===== src/rtl/branch_predictor.sv =====
// rtl/branch_predictor.sv - direct-mapped BTB with 2-bit counters and branch statistics
module branch_predictor #(
  parameter int         INDEX_BITS = 6,
  parameter int         TAG_BITS   = 32 - INDEX_BITS - 2,
  parameter logic [1:0] CNT_INIT   = 2'b10
) (
  input  logic        clk,
  input  logic        rst_n,
  input  logic [31:0] PCF,
  output logic        BranchPredictedF,
  output logic        BranchPredictedTakenF,
  output logic [31:0] PredictedTargetF,
  input  logic        UpdateEnE,
  input  logic [31:0] PCE,
  input  logic        BranchE,
  input  logic [31:0] BranchTargetE,
  input  logic        BranchPredictedE,
  input  logic        BranchPredictedTakenE,
  output logic [31:0] BranchCount,
  output logic [31:0] MispredictCount
);

  localparam int ENTRIES = 1 << INDEX_BITS;

  logic [ENTRIES-1:0]  valid_q;
  logic [1:0]          cnt_q    [ENTRIES];
  logic [TAG_BITS-1:0] tag_q    [ENTRIES];
  logic [31:0]         target_q [ENTRIES];

  logic [INDEX_BITS-1:0] fidx, eidx;
  logic [TAG_BITS-1:0]   ftag, etag;
  logic                  fhit, ehit;
  logic                  mispredict;
  logic                  alloc;
  logic                  write_target;
  logic [1:0]            cnt_next;

  // Byte-offset bits of both PCs carry no information for 4-byte aligned branches
  logic unused_pc_bits;
  assign unused_pc_bits = ^{PCF[1:0], PCE[1:0]};

  assign fidx = PCF[INDEX_BITS+1:2];
  assign ftag = PCF[31:INDEX_BITS+2];
  assign eidx = PCE[INDEX_BITS+1:2];
  assign etag = PCE[31:INDEX_BITS+2];

  // Fetch lookup reads registered state only, so a same-cycle update is not seen until next cycle
  always_comb begin
    fhit                  = valid_q[fidx] && (tag_q[fidx] == ftag);
    BranchPredictedF      = fhit;
    BranchPredictedTakenF = fhit && cnt_q[fidx][1];
    PredictedTargetF      = fhit ? target_q[fidx] : PCF + 32'd4;
  end

  // Resolve the EX-stage update: hit check, counter step, allocation and mispredict detection
  always_comb begin
    ehit         = valid_q[eidx] && (tag_q[eidx] == etag);
    alloc        = !ehit && BranchE;
    write_target = UpdateEnE && BranchE;
    cnt_next     = cnt_q[eidx];
    if (alloc) begin
      cnt_next = CNT_INIT;
    end else if (BranchE) begin
      if (cnt_q[eidx] != 2'b11) cnt_next = cnt_q[eidx] + 2'd1;
    end else begin
      if (cnt_q[eidx] != 2'b00) cnt_next = cnt_q[eidx] - 2'd1;
    end
    // Kept identical to the hazard unit's flush condition
    mispredict = (BranchPredictedE && (BranchPredictedTakenE ^ BranchE)) ||
                 (!BranchPredictedE && BranchE);
  end

  // Valid bits and counters reset immediately; a reset mid-update drops the write
  always_ff @(posedge clk or negedge rst_n) begin
    if (!rst_n) begin
      valid_q <= '0;
      for (int i = 0; i < ENTRIES; i++) cnt_q[i] <= 2'b00;
    end else if (UpdateEnE && (ehit || alloc)) begin
      valid_q[eidx] <= 1'b1;
      cnt_q[eidx]   <= cnt_next;
    end
  end

  // Tag and target need no reset: an entry is only trusted once its valid bit is set
  always_ff @(posedge clk) begin
    if (write_target) begin
      tag_q[eidx]    <= etag;
      target_q[eidx] <= BranchTargetE;
    end
  end

  // Statistics counters wrap naturally and clear only on reset
  always_ff @(posedge clk or negedge rst_n) begin
    if (!rst_n) begin
      BranchCount     <= 32'd0;
      MispredictCount <= 32'd0;
    end else if (UpdateEnE) begin
      BranchCount <= BranchCount + 32'd1;
      if (mispredict) MispredictCount <= MispredictCount + 32'd1;
    end
  end

endmodule


===== config.mk =====
export PLATFORM = sky130hd
export DESIGN_NAME = branch_predictor
export DESIGN_NICKNAME = d
export VERILOG_FILES = /design/src/rtl/branch_predictor.sv
export SDC_FILE = /design/constraint.sdc
export NUM_CORES = 2
export LEC_CHECK = 0
export ABC_CLOCK_PERIOD_IN_PS = 5500
export BUFFER_PORTS_ARGS = -buffer_cell sky130_fd_sc_hd__buf_2
export CAP_MARGIN = 40
export CORE_MARGIN = 2
export CORE_UTILIZATION = 57
export CTS_CLUSTER_SIZE = 30
export DETAILED_ROUTE_END_ITERATION = 7
export PLACE_DENSITY = 0.76
export SYNTH_ARGS = -nofsm -noshare
export SYNTH_HDL_FRONTEND = slang
export SYNTH_SLANG_ARGS = --single-unit
export TNS_END_PERCENT = 100

===== constraint.sdc =====
create_clock -name clk -period 5.5 [get_ports clk]
set_input_delay 0.825 -clock clk [delete_from_list [all_inputs] [get_ports clk]]
set_output_delay 0.825 -clock clk [all_outputs]
set_load 0.02 [all_outputs]

==> impl_metrics.tcl <==
set metrics [dict create \
    gp_congestion 0.9588 \
    fin_skew_ns 0.05438 \
    fill_cells 17690 \
    share_of_final_layout_standard_cells_stronger_than_drive_strength_1_pct 33.54 \
    detail_route.drc_violations 4 \
    total_via_count_in_the_routed_design 99720 \
    yosysUniqueCellTypes 69 \
    internal_power_mw 48.58 \
    synthSimpleGateAreaFrac_pct 2.177 \
    multi_input_comb_area_um2 46820 \
    clock_sinks 3840 \
    finalMaxSlewViolations 0 \
    areaGrowthSynthToFinish_pct 15.05 \
    syn_area_um2 163200 \
    wl_per_cell_um 44.43 \
    power_per_cell_area_nw_per_um2 337.4 \
    antenna_found_initial 48 \
    ys_top_cells_by_count "sky130_fd_sc_hd__edfxtp_1, sky130_fd_sc_hd__mux4_2, sky130_fd_sc_hd__mux2i_1" \
    maxSlewHeadroom_pct 29.91 \
    clk_pin_slew_worst_paths_ns 0.06 \
    clock_tree.htree_level_count 5 \
    clock_latency_ns 0.99 \
    crit_path_end_kind "output pin" \
    critical_path_fanouts_max 24 \
    grt_overflow 0 \
    critPathRequiredTime_ns 4.68 \
    setup_viol_count_final 34 \
    cts-root-to-sink-buffers 4 \
    synth_adder_area_share_pct 0.02300 \
    ys_async_sr_fraction_pct 6.667 \
    synth.area.top_cells "sky130_fd_sc_hd__edfxtp_1, sky130_fd_sc_hd__mux4_2, sky130_fd_sc_hd__dfrtp_1" \
    cts_inserted_buffers 382 \
    p_sw_share_pct 23.34 \
    failed_checks "design-rule violations, negative setup slack" \
    yosys.area.top_type_share_pct 65.94 \
    switching_power_of_the_nets_mw 14.79 \
    fp.dieArea_um2 290700 \
    final_antenna_net_count 0 \
    mappedNetlistNets 8135 \
    worstMarginPinSlew_ns 1.051 \
    critPathArrivalTime_ns 5.03 \
    clock_share_of_power_pct 40.7 \
    die_h_um 539.1 \
    detail_route.first_pass.iterations 8 \
    io_buffers 197 \
    crit_type "input port to output pin" \
    hp-class "input port to flop" \
    global_route.usage.total_pct 38.94 \
    dpl_worst_slack_ns -0.8970 \
    max_freq_ghz 0.1707 \
    start_kind "input port" \
    synth_warnings 0 \
    io-pin-count 200 \
    rsz0062_at_grt "true" \
    share_comb_of_total_power_pct 8.0 \
    setup_ws_ns -0.3573 \
    synthMuxAreaShare_pct 21.44 \
    area.sequential_um2 114000 \
    syn_inst 8030 \
    synthFlopType "sky130_fd_sc_hd__edfxtp_1" \
    floorplan.die.width_um 539.1 \
    final_hold_viol_count 0 \
    count_of_flip_flops_with_a_built_in_enable_after_synthesis 3584 \
    synth_top_family_by_area "multiplexers" \
    fin_util_pct 65.90 \
    cap_viol_max_count 0 \
    rows 196 \
    num-nets-final 8797 \
    min_period_over_period_pct 106.5 \
    grt_pass1_wl_um 780700 \
    yosys.cell_count.top_type "sky130_fd_sc_hd__edfxtp_1" \
    synth-compound-area-share_pct 3.808 \
    power_frac_seq_pct 51.2 \
    post-synth-top-area-cell "sky130_fd_sc_hd__edfxtp_1" \
    route.final.wire_length_um 569000 \
    grt_start_max_net_pins 144 \
    starting_density_of_the_core_pct 57.28 \
    via_count_of_the_first_global_routing_pass 97130 \
    place.detailed.hpwl_um 307600 \
    core_um2 285000 \
    post_synth.cell_area_avg_um2 20.33 \
    clock-root-buffer "sky130_fd_sc_hd__clkbuf_16" \
    synth_seq_cells 3840 \
    synth-seq-area-share_pct 69.86 \
    period_needed_ns 5.857 \
    post_drt_via_cell_ratio 7.787 \
    post_synth_xor_area_fraction_pct 0.7137 \
    cts_tree "built" \
    initialDrtViolationCount 20580 \
    run_status "finished with violations" \
    vdd.ir_drop.worst_mv 0.2965 \
    p_leak_nw 62.50 \
]
-- critical path: stages --
cell and delay [ns]:
sky130_fd_sc_hd__buf_16 0.17, sky130_fd_sc_hd__buf_16 0.22, sky130_fd_sc_hd__bufbuf_16 0.43, sky130_fd_sc_hd__mux4_2 0.54
sky130_fd_sc_hd__mux4_2 0.56, sky130_fd_sc_hd__a221oi_2 0.42, sky130_fd_sc_hd__xnor2_1 0.24, sky130_fd_sc_hd__nor4_4 0.39
sky130_fd_sc_hd__buf_4 0.20, sky130_fd_sc_hd__nand4_4 0.11, sky130_fd_sc_hd__buf_12 0.20, sky130_fd_sc_hd__buf_16 0.17
sky130_fd_sc_hd__mux2_4 0.33, sky130_fd_sc_hd__buf_6 0.14
-- what timing repair did --
action                                  4_1_cts  5_1_grt
setup buffers                                13        8
pin swaps                                    10        2
gates resized for setup                      76       21
endpoints found under the hold margin        95        0
endpoints found under the setup margin       34       34
hold buffers                                  1        0
cloned                                       11        1
-- through the flow --
step	hold slack [ns]	std cells	setup TNS (ns)	area (um^2)	total power [mW]
final	0.07316	12810	-10.28	187800	63.37
after global routing	0.04858	12780	-9.250	187700	64.51
after CTS	0.08512	12740	-4.603	187000	63.11
after detailed placement	0.4582	12010	-29.27	174000	37.77
after global placement	0.4540	11990	-30.90	173600	37.62
after floorplan	0.4513	8030	-57.15	163300	35.71
-- metal layers --
| metal | GRT usage [%] | wire length [um] | vias up |
|---|---|---|---|
| li1 | - | - | 35570 |
| met2 | 56.40 | 249800 | 10850 |
| met1 | 48.88 | 177800 | 50690 |
| met5 | 0.09864 | 261 | - |
| met4 | 27.45 | 49730 | 34 |
| met3 | 14.46 | 91400 | 2569 |
-- final cells by class --
type / instances / area share, %
sequential: 3840 / 60.72
multi-input combinational: 3467 / 24.93
clock buffer: 480 / 5.342
timing repair buffer: 856 / 5.034
tap: 3762 / 2.507
clock inverter: 227 / 1.133
inverter: 145 / 0.2918
antenna: 29 / 0.03864
-- placed cells by master (no fill, tap or decap), drive strengths merged, types with 16 or more instances in the layout --
master / count
edfxtp: 3584
mux4: 1326
buf: 847
clkbuf: 481
mux2i: 390
dfrtp: 256
a221oi: 183
clkinv: 172
inv: 154
a22oi: 142
nor2: 135
nand2: 130
nand3: 113
a21oi: 107
mux2: 100
xnor2: 85
nor3: 85
o22ai: 81
or2: 67
a22o: 57
xor2: 48
o21ai: 42
a221o: 34
nand4: 31
a31oi: 30
diode: 29
and3: 28
nor2b: 28
bufinv: 26
a211oi: 24
a41o: 20
clkinvlp: 20
o22a: 19
nor4: 16
-- cell families (layout without fill, tap and decap cells) --
group           count (synthesis)  in the layout
fa+ha+maj                       3              3
flops                        3840           3840
mux                          1816           1816
other cells                     0             29
simple gates                  696            696
compound gates                819            819
xor+xnor                      133            133
buf+inv                       723           1708
-- flip-flops by register name, indices dropped and copies added, names as in the netlist --
signal / count
valid_q: 64
MispredictCount: 32
BranchCount: 32
cnt_q: 128
tag_q: 1536
target_q: 2048
-- worst paths after layout --
path,endpoint,cells past startpoint,from,slack (ns)
max,PredictedTargetF[29],14,PCF[2],-0.36
min,target_q[63][8],1,BranchTargetE[8],0.07
max reg2reg,cnt_q[16],12,tag_q[10][17],1.30
min reg2reg,MispredictCount[31],1,MispredictCount[31],0.46
max in group asynchronous,cnt_q[121],3,rst_n,3.65
min in group asynchronous,MispredictCount[30],2,rst_n,0.53
-- power by group through the flow --
stage / clock network [mW] / logic [mW] / registers [mW]
global route: 26.8 / 5.20 / 32.5
CTS: 25.8 / 4.86 / 32.5
global placement: 0 / 4.58 / 33.0
floorplan: 0 / 2.65 / 33.1
detailed placement: 0 / 4.71 / 33.1
finish: 25.8 / 5.09 / 32.5
Note: power is estimated with default switching activity, not from simulation.
